[src/rtl/logic_cell_pipe.sv]
`timescale 1ns/10ps
// -----------------------------------------------------------------------------
// logic_cell_pipe
//
// Purpose:
//   This is a registered, WIDTH-bit logic element. Each accepted operand set
//   gets one of eight bitwise operations, chosen per transaction. The result
//   and its zero and parity flags go into a 2-entry output queue. Both sides of
//   the queue use valid/ready handshakes.
//
// Ports:
//   clk        rising-edge clock for all state
//   rst        synchronous, active-high reset
//   in_valid   operand set valid
//   in_ready   an operand set can be accepted this cycle (registered count)
//   op         operation select:
//              0 AND, 1 NAND, 2 OR, 3 XOR, 4 MUX, 5 MUXI, 6 NOR, 7 XNOR
//   a, b       operands
//   s          per-bit select, used by MUX/MUXI only
//   out_valid  the head-of-queue result is valid
//   out_ready  the consumer takes the head result
//   y          head result
//   zero       head result is all zeros
//   parity     XOR-reduction of the head result
//   txn_count  accepted operand sets, wraps modulo 2^CNT_W
// -----------------------------------------------------------------------------
module logic_cell_pipe #(
  parameter int WIDTH = 8,
  parameter int CNT_W = 16
) (
  input  logic             clk,
  input  logic             rst,
  input  logic             in_valid,
  output logic             in_ready,
  input  logic [2:0]       op,
  input  logic [WIDTH-1:0] a,
  input  logic [WIDTH-1:0] b,
  input  logic [WIDTH-1:0] s,
  output logic             out_valid,
  input  logic             out_ready,
  output logic [WIDTH-1:0] y,
  output logic             zero,
  output logic             parity,
  output logic [CNT_W-1:0] txn_count
);

  // A queue entry packs {parity, zero, result}.
  localparam int EW = WIDTH + 2;

  logic [WIDTH-1:0] w_result;
  logic             w_zero;
  logic             w_parity;
  logic [EW-1:0]    w_entry;
  logic [EW-1:0]    w_head;
  logic             w_accept;
  logic             w_pop;

  logic [EW-1:0]    r_mem [0:1];
  logic             r_wr_ptr;
  logic             r_rd_ptr;
  logic [1:0]       r_count;
  logic [CNT_W-1:0] r_txn_count;

  // Per-bit logic cell. Every op is legal, so there is no error path.
  genvar gi;
  generate
    for (gi = 0; gi < WIDTH; gi++) begin : g_bit
      logic w_mux;
      logic w_bit;

      assign w_mux = s[gi] ? b[gi] : a[gi];

      always_comb begin
        w_bit = 1'b0;
        case (op)
          3'd0:    w_bit =   a[gi] & b[gi];
          3'd1:    w_bit = ~(a[gi] & b[gi]);
          3'd2:    w_bit =   a[gi] | b[gi];
          3'd3:    w_bit =   a[gi] ^ b[gi];
          3'd4:    w_bit =   w_mux;
          3'd5:    w_bit =  ~w_mux;
          3'd6:    w_bit = ~(a[gi] | b[gi]);
          default: w_bit = ~(a[gi] ^ b[gi]);
        endcase
      end

      assign w_result[gi] = w_bit;
    end
  endgenerate

  assign w_zero   = ~|w_result;
  assign w_parity = ^w_result;
  assign w_entry  = {w_parity, w_zero, w_result};

  // in_ready comes only from the registered count. This keeps out_ready off
  // any combinational path to the upstream side.
  assign in_ready  = (r_count != 2'd2);
  assign out_valid = (r_count != 2'd0);

  assign w_accept = in_valid & in_ready;
  assign w_pop    = out_valid & out_ready;

  always_ff @(posedge clk) begin
    if (rst) begin
      r_mem[0]    <= '0;
      r_mem[1]    <= '0;
      r_wr_ptr    <= 1'b0;
      r_rd_ptr    <= 1'b0;
      r_count     <= 2'd0;
      r_txn_count <= '0;
    end else begin
      if (w_accept) begin
        r_mem[r_wr_ptr] <= w_entry;
        r_wr_ptr        <= ~r_wr_ptr;
        r_txn_count     <= r_txn_count + CNT_W'(1);
      end
      if (w_pop) begin
        r_rd_ptr <= ~r_rd_ptr;
      end
      // A push and a pop in the same cycle leave the occupancy unchanged.
      case ({w_accept, w_pop})
        2'b10:   r_count <= r_count + 2'd1;
        2'b01:   r_count <= r_count - 2'd1;
        default: r_count <= r_count;
      endcase
    end
  end

  // The head entry drives the outputs directly. After a reset the head is
  // cleared to zero; after the queue drains it keeps the last popped value.
  assign w_head    = r_mem[r_rd_ptr];
  assign y         = w_head[WIDTH-1:0];
  assign zero      = w_head[WIDTH];
  assign parity    = w_head[WIDTH+1];
  assign txn_count = r_txn_count;

endmodule

[config.mk]
export PLATFORM = sky130hd
export DESIGN_NAME = logic_cell_pipe
export DESIGN_NICKNAME = d
export VERILOG_FILES = /design/src/rtl/logic_cell_pipe.sv
export SDC_FILE = /design/constraint.sdc
export NUM_CORES = 1
export LEC_CHECK = 0
export CAP_MARGIN = 25
export CORE_MARGIN = 2
export CORE_UTILIZATION = 50
export CTS_CLUSTER_SIZE = 10
export DETAILED_ROUTE_END_ITERATION = 6
export PLACE_DENSITY = 0.76
export RECOVER_POWER = 25
export SETUP_SLACK_MARGIN = 0.02
export SKIP_CTS_REPAIR_TIMING = 1
export SYNTH_ARGS = -nofsm -noshare
export SYNTH_HDL_FRONTEND = slang
export SYNTH_SLANG_ARGS = --single-unit
[constraint.sdc]
create_clock -name clk -period 3.2 [get_ports clk]
set_input_delay 0.64 -clock clk [delete_from_list [all_inputs] [get_ports clk]]
set_output_delay 0.64 -clock clk [all_outputs]
set_load 0.005 [all_outputs]
==> results.json <==
{
  "io_pins": 59,
  "grt_pass1_vias": 2191,
  "syn_inst": 304,
  "syn_area_per_cell_sq_um": 9.11,
  "dp_slack_ps": 18.1,
  "yosys_warnings": 0,
  "tns_ps": 0,
  "mostFrequentLayoutCell": "clkdlybuf4s50_1",
  "outcome": "complete, no violations",
  "cts_root_buf": "clkbuf_8",
  "synth_area_sq_um": 2770,
  "placed_cell_area_sq_um": 3470,
  "clock-sinks": 41,
  "cts_buffer_depth": 2,
  "ant_nets": 0,
  "period_share_pct": 89.4,
  "rows": 27,
  "timing_worst_setup_path_type": "primary input to flop",
  "leakagePower_nw": 1.39,
  "coreArea_sq_um": 5440,
  "antenna_found_initial": 0,
  "viasPerCell": 5.38,
  "worstPathMaxFanout": 11,
  "rsz0062_at_grt": "no",
  "finalCriticalPeriod_ps": 2860,
  "grt_use_total_pct": 18.5,
  "place_congestion": 0.795,
  "setup_ws_ps": 341,
  "cts_tree": "built",
  "port_buffers": 58,
  "die_area_sq_um": 6150,
  "skew_ps": 4.76,
  "fin_util_pct": 65.2,
  "initial_utilization_pct": 50.9,
  "drive_above_1_share_pct": 9.14,
  "routed_wl_um": 5340,
  "worstPathArrival_ps": 2900,
  "slew_headroom_pct": 35.2,
  "vdd_drop_max_v": 0.000205,
  "dp_hpwl_um": 4090,
  "fin_area_sq_um": 3550,
  "worstSetupEndpointType": "flop",
  "dr.pass1.iters": 4,
  "grt_max_degree": 41,
  "holdWs_ps": 483,
  "syn2layout_area_growth_pct": 28.1,
  "htreeDepth": 2,
  "dpl.cell_count": 425,
  "ys_seq_area_share_pct": 36.9,
  "maxCapViolCount": 0,
  "power-per-cell-area_nw_per_um2": 448,
  "worst_ep_required_time_ps": 3240,
  "cts_buffers": 5,
  "grt_overflow": 0,
  "worstMarginPinSlew_ps": 972,
  "drt_iter0_drc": 76,
  "synth_fp_nets": 357,
  "fmax_ghz": 0.350,
  "ys_ff_latch": 41,
  "grt_pass1_wl_um": 9230,
  "setup_violations": 0,
  "slew_viol_final": 0,
  "final_cell_mix": "clkdlybuf4s50_1 (47), a21oi_1 (36), nor2_1 (26), ha_1 (22)",
  "final_cell_count_no_fill": 433,
  "clkTransAtPathRegs_ps": 80,
  "hp-class": "flop to flop",
  "nFillCells": 472,
  "vias": 2329,
  "die_w_um": 78.4,
  "wl_per_cell_um": 12.3,
  "clock_latency_ps": 290,
  "die_h_um": 78.4,
  "hold_violations": 0,
  "yosysUniqueCellTypes": 41,
  "worst_setup_path_start_kind": "primary input",
  "drc": 0,
  "total_power_mw": 1.59,
  "antenna_cells": 0,
  "finalNetCount": 413
}
-- critical path, cell delays in order --
cell and delay, ps:
clkdlybuf4s50_1 600, nand2b_1 270, o221a_2 280, o41ai_1 290, buf_4 200, ha_1 230
xnor2_1 170, xnor2_1 160, nor2_1 70
-- logic make-up (layout without fill, tap and decap cells) --
kind of cell	count (synthesis)	count (layout)	synth area share, %
AND/OR/NAND/NOR	95	95	19.1
adder cells (fa/ha/maj)	22	22	9.94
multiplexers	18	18	6.96
XOR/XNOR	19	19	6.01
flip-flops	41	41	36.9
buffers and inverters	41	98	5.74
AO/OA/AOI/OAI	68	68	15.4
-- worst paths after layout --
check	from	endpoint	slack, ps	cells after the start
min	txn_count[15]	txn_count[15]	480	2
max	op[2]	r_mem[0][9]	340	9
min reg2reg	txn_count[15]	txn_count[15]	480	2
max reg2reg	r_count[0]	txn_count[10]	1210	4
-- power by group --
| group | internal, mW | leakage, nW | switching (mW) | total (mW) |
|---|---|---|---|---|
| combinational | 0.333 | 0.966 | 0.241 | 0.574 |
| sequential | 0.631 | 0.383 | 0.0507 | 0.682 |
| clock | 0.154 | 0.0374 | 0.179 | 0.333 |
-- flip-flops by register name, indices dropped and copies added (netlist names), named ones only --
name,count
txn_count,16
r_mem,20
r_count,2
r_rd_ptr,1
r_wr_ptr,1
-- metal layers --
layer | global-route usage (%) | part of all wire (%) | wire length [um] | vias to the layer above
met2 | 33.2 | 50 | 2690 | 51
met1 | 22.5 | 45 | 2430 | 1066
li1 | - | - | - | 1208
met4 | 6.67 | 1.2 | 64 | 0
met3 | 2.64 | 2.9 | 156 | 4
met5 | 0 | 0 | 0 | -
-- cell type report --
type | count | area (sq um) | share of cell area (%)
clock buffer | 6 | 72.6 | 2.05
timing repair buffer | 69 | 681 | 19.2
inverter | 21 | 78.8 | 2.22
clock inverter | 2 | 15.0 | 0.423
tap | 72 | 90.1 | 2.54
multi-input combinational | 222 | 1590 | 44.8
sequential | 41 | 1020 | 28.8
-- synthesized netlist by cell type --
cell / number / share of area, %
o21ba_2: 1 / 0.36
dfxtp_1: 21 / 15
and3_1: 3 / 0.68
o221a_2: 2 / 0.81
o21ai_0: 5 / 0.90
or2_2: 1 / 0.23
nor4b_1: 2 / 0.63
nand4_1: 6 / 1.4
clkbuf_1: 14 / 1.9
nand4b_1: 1 / 0.32
or4_2: 1 / 0.32
o21a_1: 1 / 0.27
buf_2: 4 / 0.72
and2_1: 8 / 1.8
ha_1: 22 / 9.9
buf_1: 2 / 0.27
nor3_1: 1 / 0.18
xor2_1: 5 / 1.6
nand3b_1: 4 / 1.1
nor2b_1: 7 / 1.6
or3_1: 4 / 0.90
xnor2_1: 14 / 4.4
a2111oi_0: 2 / 0.63
nand2b_1: 7 / 1.6
nand4_2: 1 / 0.45
inv_1: 21 / 2.8
or3_2: 1 / 0.27
mux2i_1: 8 / 2.9
edfxtp_1: 20 / 22
o211ai_1: 4 / 1.1
o31ai_1: 8 / 2.2
nand2_1: 9 / 1.2
o41ai_1: 2 / 0.63
o21bai_1: 1 / 0.27
o311ai_0: 2 / 0.63
mux2_2: 10 / 4.1
nand3_1: 6 / 1.1
or4_1: 7 / 1.9
a21oi_1: 36 / 6.5
nor2_1: 26 / 3.5
a211oi_1: 4 / 1.1
Note: power is estimated with default switching activity, not from simulation.
==> RTL edit (same settings) <==
Reset style: asynchronous (`rst`), changed in one clocked block. Comments in the files are not updated.
--- a/src/rtl/logic_cell_pipe.sv
+++ b/src/rtl/logic_cell_pipe.sv
@@ -100,7 +100,7 @@
   assign w_accept = in_valid & in_ready;
   assign w_pop    = out_valid & out_ready;
 
-  always_ff @(posedge clk) begin
+  always_ff @(posedge clk or posedge rst) begin
     if (rst) begin
       r_mem[0]    <= '0;
       r_mem[1]    <= '0;
Check against the original RTL: differs if rst is asserted again (counterexample within 4 cycles, from zero or initial values and one cycle with rst high); with rst held inactive, the same outputs for 10 cycles.
==> RTL edit against the original RTL <==
The flow now finishes with violations (capacitance limit, slew limit); sequential cell count decreased by 1; sequential share of layout area decreased by 0.99 points; design area increased by 1.5%; synthesized cell count decreased by 4.9%; setup slack improved by 29 ps; combinational power increased by 68%; routed wire length decreased by 2.7%; synthesized area increased by 1.4%; total power increased by 42%; sequential power increased by 24%; critical path type unchanged; critical endpoint is now r_mem[19]$_DFFE_PP0P_; highest routed layer unchanged.
==> RTL edit: results (changes against the original RTL) <==
Iter 0 DRT Violations: 119 (+57%)
Synth Area in Compound Gates: 12.1% (-3.2 points)
CP max FO: 3 (-8)
Vias/cell: 5.18 (-3.7%)
max_slew headroom: -37.7% (-73 points)
GRT Total Usage: 17.9% (-0.55 points)
status: finished with violations
Leak: 0.00168 uW (+21%)
synthesized net count: 342 (-4.2%)
reg-to-reg slack, setup: 1460 ps (+250 ps)
met2 routed WL: 2590 um (-3.8%)
hold wc startpoint: r_mem[0]$_DFFE_PP0P_
Final GP Congestion: 0.757 (-4.8%)
Detailed Route WL: 5200 um (-2.7%)
synth unique cells: 44 (+7.3%)
Max-cap violations: 1 (+1)
Final Max Slew Viols: 41 (+41)
top cells by count, synth: 40 x dfrtp_1, 34 x nand2_1, 22 x ha_1
HPWL after DPL: 4110 um (+0.40%)
met3 WL post-DR: 170 um (+9.0%)
first-pass GRT wire length: 9080 um (-1.6%)
M1 WL: 2370 um (-2.6%)
fin crit share: 88.4% (-0.92 points)
register area share after synthesis: 35.7% (-1.2 points)
failing checks: capacitance limit, slew limit
Layout Skew: 8.02 ps (+3.26 ps)
vias in the first global route: 2,013 (-8.1%)
P_int: 1530 uW (+37%)
## RTL edit: cell types whose count changed after synthesis, sizes merged, moves of 7 or more
cell / unedited run / this run
xor2: 5 / 13
nor2b: 7 / 0
a21oi: 36 / 4
or4: 8 / 0
edfxtp: 20 / 0
dfrtp: 0 / 40
clkbuf: 14 / 6
o21ai: 5 / 15
nand2: 9 / 34
dfxtp: 21 / 0
nor2: 26 / 9
## RTL edit: through the flow
step | cell area [sq um] | hold slack, ps | util (%) | total power (uW) | cells
floorplan | 2810 | 441 | - | 1400 | 289
global placement | 3480 | 455 | 63.6 | 1810 | 415
detailed placement | 3480 | 463 | 63.6 | 1840 | 415
CTS | 3600 | 481 | 65.9 | 2280 | 423
global route | 3600 | 495 | 65.8 | 2420 | 423
finish | 3600 | 479 | 65.8 | 2250 | 423
## RTL edit: power groups by stage
stage	Combinational [uW]	Sequential (uW)	Clock, uW
final	966	844	443
after global routing	1070	874	469
after CTS	983	846	448
after detailed placement	980	855	0
after global placement	966	841	0
after floorplan	605	796	0
## RTL edit: path summary, 6_finish.rpt
check                                               to  cells past startpoint
worst max-delay path             r_mem[19]$_DFFE_PP0P_                     11
worst min-delay path              r_mem[0]$_DFFE_PP0P_                      2
worst max register to register  r_count[1]$_DFFE_PP0P_                      6
worst min register to register    r_mem[0]$_DFFE_PP0P_                      2
max in group asynchronous         r_wr_ptr$_DFFE_PP0P_                      3
min in group asynchronous        r_mem[17]$_DFFE_PP0P_                      3
## RTL edit: cells by family (layout without fill, tap and decap cells)
kind of cell / after synthesis / after routing
xor+xnor: 33 / 33
buf+inv: 36 / 98
simple gates: 84 / 84
compound gates: 48 / 48
fa+ha+maj: 22 / 22
flops: 40 / 40
mux: 26 / 26
## RTL edit: worst max-delay path, stage by stage
cell and delay [ps]:
clkdlybuf4s50_1 500, inv_1 50, ha_1 310, nand3b_1 160, a21o_1 180, a211oi_1 300
or2_1 160, ha_1 240, xnor2_1 190, xnor2_1 160, o21ai_1 80
## RTL edit: final cells by class
class / instances / area [sq um]
fillers: 466 / 1870
multi-input cells: 213 / 1640
flip-flops and latches: 40 / 1000
repair buffers: 67 / 657
clock buffers: 7 / 96.3
inverters: 23 / 91.3
well taps: 72 / 90.1
clock inverters: 1 / 30.0
## RTL edit: metal layers
metal  vias to the layer above  GRT usage (%)
li1                       1128              -
met1                      1009           22.8
met2                        49           32.1
met3                         5           2.05
met4                         0           5.34
met5                         -              0
